### src/rtl/edulent_pkg.sv
// edulent_pkg: shared widths, fetch FSM states and opcode helpers for fetch and control units
package edulent_pkg;
  localparam int ADDR_W_DFLT = 8;
  localparam int DATA_W_DFLT = 8;
  typedef enum logic [1:0] {IDLE, FETCH_OP, FETCH_ARG, READY} fetch_state_t;
  localparam logic [DATA_W_DFLT-1:0] OP_CALL = 8'hC1;
  // Opcodes with the top bit set carry one operand byte
  function automatic logic has_operand(input logic [DATA_W_DFLT-1:0] op);
    return op[DATA_W_DFLT-1];
  endfunction
endpackage

### src/rtl/instr_fetch.sv
// instr_fetch: fetches opcode plus optional operand over req/ack, holds it until consumed, owns the PC
module instr_fetch
  import edulent_pkg::*;
#(
  parameter int ADDR_W = ADDR_W_DFLT,
  parameter int DATA_W = DATA_W_DFLT
) (
  input  logic              i_clk,
  input  logic              i_rst,
  output logic              o_mem_req,
  output logic [ADDR_W-1:0] o_mem_addr,
  input  logic              i_mem_ack,
  input  logic [DATA_W-1:0] i_mem_data,
  output logic [DATA_W-1:0] o_opcode,
  output logic [DATA_W-1:0] o_operand,
  output logic              o_instr_valid,
  input  logic              i_next_instr,
  input  logic              i_pc_load,
  input  logic [ADDR_W-1:0] i_pc_target,
  output logic [ADDR_W-1:0] o_pc
);
  fetch_state_t      state_q, state_d;
  logic [ADDR_W-1:0] pc_q, pc_d;
  logic [DATA_W-1:0] opcode_q, opcode_d, operand_q, operand_d;
  logic              op_ack, arg_ack;

  assign op_ack  = state_q == FETCH_OP && i_mem_ack;
  assign arg_ack = state_q == FETCH_ARG && i_mem_ack;

  always_ff @(posedge i_clk or posedge i_rst) begin
    if (i_rst) begin
      state_q   <= IDLE;
      pc_q      <= '0;
      opcode_q  <= '0;
      operand_q <= '0;
    end else begin
      state_q   <= state_d;
      pc_q      <= pc_d;
      opcode_q  <= opcode_d;
      operand_q <= operand_d;
    end
  end

  always_comb begin
    state_d = state_q == IDLE                 ? FETCH_OP :
              op_ack                          ? (has_operand(i_mem_data) ? FETCH_ARG : READY) :
              arg_ack                         ? READY :
              state_q == READY && i_next_instr ? FETCH_OP :
                                                state_q;
  end

  always_comb begin
    pc_d      = (op_ack || arg_ack)              ? pc_q + ADDR_W'(1) :
                (state_q == READY && i_pc_load) ? i_pc_target : pc_q;
    opcode_d  = op_ack ? i_mem_data : opcode_q;
    operand_d = op_ack ? '0 : arg_ack ? i_mem_data : operand_q;
  end

  always_comb begin
    o_mem_req     = state_q == FETCH_OP || state_q == FETCH_ARG;
    o_instr_valid = state_q == READY;
    o_mem_addr    = pc_q;
    o_pc          = pc_q;
    o_opcode      = opcode_q;
    o_operand     = operand_q;
  end
endmodule

### config.mk
export PLATFORM = sky130hd
export DESIGN_NAME = instr_fetch
export DESIGN_NICKNAME = d
export VERILOG_FILES = /design/src/rtl/edulent_pkg.sv /design/src/rtl/instr_fetch.sv
export SDC_FILE = /design/constraint.sdc
export NUM_CORES = 1
export LEC_CHECK = 0
export CAP_MARGIN = 25
export CORE_MARGIN = 8
export CORE_UTILIZATION = 35
export DETAILED_ROUTE_END_ITERATION = 10
export PLACE_DENSITY = 0.76
export SETUP_SLACK_MARGIN = 0.4
export SYNTH_ARGS = -nofsm -noshare
export SYNTH_HDL_FRONTEND = slang
export SYNTH_SLANG_ARGS = --single-unit
### constraint.sdc
create_clock -name i_clk -period 1.6 [get_ports i_clk]
set_clock_uncertainty 0.1 [all_clocks]
set_input_delay 0.32 -clock i_clk [delete_from_list [all_inputs] [get_ports i_clk]]
set_output_delay 0.32 -clock i_clk [all_outputs]
set_load 0.01 [all_outputs]
==> results.json, run 1 <==
{
  "status": "finished, violations left",
  "violations": "setup timing",
  "hold_viol_final": 0,
  "path_class": "flop to flop",
  "cts_root_buf": "clkbuf_8",
  "cts_buffer_depth": 2,
  "cp_top_family": "compound AO/OA/AOI/OAI gates",
  "drive_gt1_share_pct": 59.07,
  "grt_max_degree": 27,
  "setup_viol": 1,
  "cp_slowest_cell": "dfrtp_1",
  "tns_ns": -0.002478,
  "hold_buffers": 0,
  "timing.slew.headroom_pct": 75.17,
  "antennaDiodeCount": 0,
  "chipHeight_um": 79.25,
  "end_kind": "flop",
  "p_per_area_nw_per_um2": 1976,
  "yosys-top-cells-area": "dfrtp_1, mux2_2, ha_1, buf_4, buf_6",
  "cp.required_ns": 1.64,
  "whs_ns": 0.3105,
  "clk-insertion-delay-late_ns": 0.26,
  "tightest_slew_ns": 0.3714,
  "ys_async_sr_fraction_pct": 100.0,
  "postSynthAreaPerCell_um2": 10.85,
  "worst-path-buf-inv": 1,
  "core_um2": 3914,
  "synth_nets": 155,
  "syn-cell-area_um2": 1400,
  "start_kind": "flop",
  "synth_cell_types": 35,
  "synth_top_area_cell": "dfrtp_1",
  "drt-total-wl_um": 4508,
  "period_minus_slack_ns": 1.602,
  "ys_seq_area_share_pct": 46.47,
  "stdcell_count": 265,
  "drt_iter0_drc": 52,
  "rows": 23,
  "fin_nets": 243,
  "tritoncts": "yes",
  "synth_seq_cells": 26,
  "drt_pass1_iterations": 4,
  "design_area_um2": 2429,
  "cts-htree-levels": 1,
  "fin_crit_sh_pct": 100.2,
  "grt.total_usage_pct": 13.15,
  "clock_sinks": 26,
  "syn_inst": 129,
  "synth_flop_cell": "dfrtp_1",
  "clk_pin_slew_ns": 0.09,
  "min_path_type": "input port to asynchronous set/reset pin",
  "areaGrowthSynthToFinish_pct": 73.46,
  "globalRouteOverflowTotal": 0,
  "crit_fanout": 6,
  "synth.yosys.warnings": 0,
  "arrival_ns": 1.64,
  "ios": 55,
  "post_dp_cell_area_um2": 2071,
  "final_max_slew_viol_count": 0,
  "grt_first_pass_wirelength_um": 6886,
  "wl_per_cell_um": 17.01,
  "place_congestion": 0.9095,
  "hpwl_um": 2973,
  "die_area_um2": 6280,
  "crit_chain": "inv_2 -> ha_4 -> o21ai_4 -> nand3_4 -> o22ai_2 -> nor3b_1",
  "drv_cap": 0,
  "leakagePower_nw": 1.101,
  "max_freq_ghz": 0.6240,
  "synth.top_cell.area_share_pct": 46.47,
  "dp_cells": 237,
  "synth_edf_count": 0,
  "grt_pass1_vias": 1518,
  "ant_nets": 0,
  "critPathMaxStageDelay_ns": 0.42,
  "antenna_found_initial": 0,
  "worst_slack_ns": -0.002478,
  "io_buffers": 54,
  "cts_buffers": 3,
  "ir_worst_vdd_v": 0.0009643,
  "viasPerCell": 5.075,
  "die_w_um": 79.25,
  "vias": 1345,
  "initial_core_util_pct": 35.77,
  "drc": 0,
  "fillCellCount": 310,
  "rsz0062_at_grt": "yes"
}
==> synthesized netlist by cell type, types with 2 or more instances <==
cell type  number
mux2_2          7
dfrtp_1        26
ha_1            5
a21oi_1         7
buf_4           8
nand2_1         8
a22o_1          2
o22ai_1         8
o21ai_0         5
a2bb2oi_1       6
inv_1          11
o32ai_1         2
nand3_1         3
nor2_1          6
buf_6           5
==> cell type report <==
| cell class | count | area [µm²] | area share [%] |
|---|---|---|---|
| Timing Repair Buffer | 97 | 849.6 | 34.98 |
| Multi-Input combinational cell | 78 | 778.2 | 32.05 |
| Clock buffer | 3 | 41.29 | 1.700 |
| Sequential cell | 26 | 653.1 | 26.89 |
| Inverter | 11 | 43.79 | 1.803 |
| Tap cell | 50 | 62.56 | 2.576 |
==> metal layers <==
layer	global-route usage, %	up-vias	share of wire (%)	wire (µm)
li1	-	631	-	-
met1	14.73	650	40	1787
met2	23.42	58	51	2283
met3	4.289	6	7.7	347
met4	3.148	0	2.0	90
met5	0	-	0	0
==> path summary, 6_finish.rpt <==
| path | endpoint | start | cells past startpoint | slack, ns |
|---|---|---|---|---|
| max | o_mem_addr[7]$_DFFE_PP0P_ | state_q[1]$_DFFE_PP0P_ | 6 | -0.002 |
| min | o_operand[1]$_DFFE_PP0P_ | i_rst | 3 | 0.31 |
| max reg2reg | o_mem_addr[7]$_DFFE_PP0P_ | state_q[1]$_DFFE_PP0P_ | 6 | -0.002 |
| min reg2reg | o_opcode[7]$_DFFE_PP0P_ | o_opcode[7]$_DFFE_PP0P_ | 1 | 0.38 |
| max in group asynchronous | o_mem_addr[0]$_DFFE_PP0P_ | i_rst | 3 | 0.82 |
| min in group i_clk | o_opcode[7]$_DFFE_PP0P_ | o_opcode[7]$_DFFE_PP0P_ | 1 | 0.38 |
==> worst min-delay path: stages <==
cell and delay, ns:
clkdlybuf4s50_1 0.40, inv_1 0.05, buf_4 0.32
==> placed cells by master (no fill, tap or decap), drive strengths merged <==
cell type / instances
buf: 77
dfrtp: 26
clkdlybuf4s50: 19
inv: 11
nand2: 10
o22ai: 8
mux2: 7
a21oi: 7
a2bb2oi: 6
nor2: 6
o21ai: 6
ha: 5
nand3: 4
o32ai: 3
clkbuf: 3
a22o: 2
and2: 1
nor2b: 1
o21a: 1
a311oi: 1
mux2i: 1
a211oi: 1
and3: 1
a31oi: 1
or2: 1
a21o: 1
nand4: 1
nor4: 1
o211ai: 1
nor3b: 1
dlygate4sd2: 1
==> what timing repair did <==
action                     CTS  global route
pin swaps                   16            19
gates cloned                 0             0
buffers inserted            17             8
gates resized for setup    173            27
setup endpoints to repair   60            60
==> cells by family (layout without fill, tap and decap cells) <==
group	after synthesis	in the layout	synth area share, %
mux	8	8	6.345
fa+ha+maj	5	5	4.468
buf+inv	25	111	11.80
flops	26	26	46.47
simple gates	27	27	10.64
compound gates	38	38	20.29
==> sequential cells by signal (all words and copies together) (netlist names) <==
| register | cells |
|---|---|
| o_mem_addr | 8 |
| o_opcode | 8 |
| o_operand | 8 |
| state_q | 2 |
==> metrics by stage <==
step                      worst slack, ns  total power (W)  utilization [%]
after floorplan                   0.05748         0.002614                -
after global placement            -0.1276         0.003693            52.91
after detailed placement          -0.1946         0.003767            52.91
after CTS                       -0.005247         0.004371            57.10
after global routing             -0.06450         0.005124            62.05
final                           -0.002478         0.004800            62.05
==> power by group <==
| group | switching, W | total (W) | internal (W) |
|---|---|---|---|
| combinational | 0.00149 | 0.00325 | 0.00176 |
| clock | 0.000193 | 0.000361 | 0.000168 |
| sequential | 0.000230 | 0.00119 | 0.000961 |
Power figures use the tool's default switching activity.
==> inputs of run 2 (changes only) <==
--- a/config.mk
+++ b/config.mk
@@ -11,6 +11,7 @@
 export DETAILED_ROUTE_END_ITERATION = 10
 export PLACE_DENSITY = 0.76
 export SETUP_SLACK_MARGIN = 0.4
+export SLEW_MARGIN = 40
 export SYNTH_ARGS = -nofsm -noshare
 export SYNTH_HDL_FRONTEND = slang
 export SYNTH_SLANG_ARGS = --single-unit
==> results of run 2 <==
Final layout, timing and power as in run 1 (identical DEF).
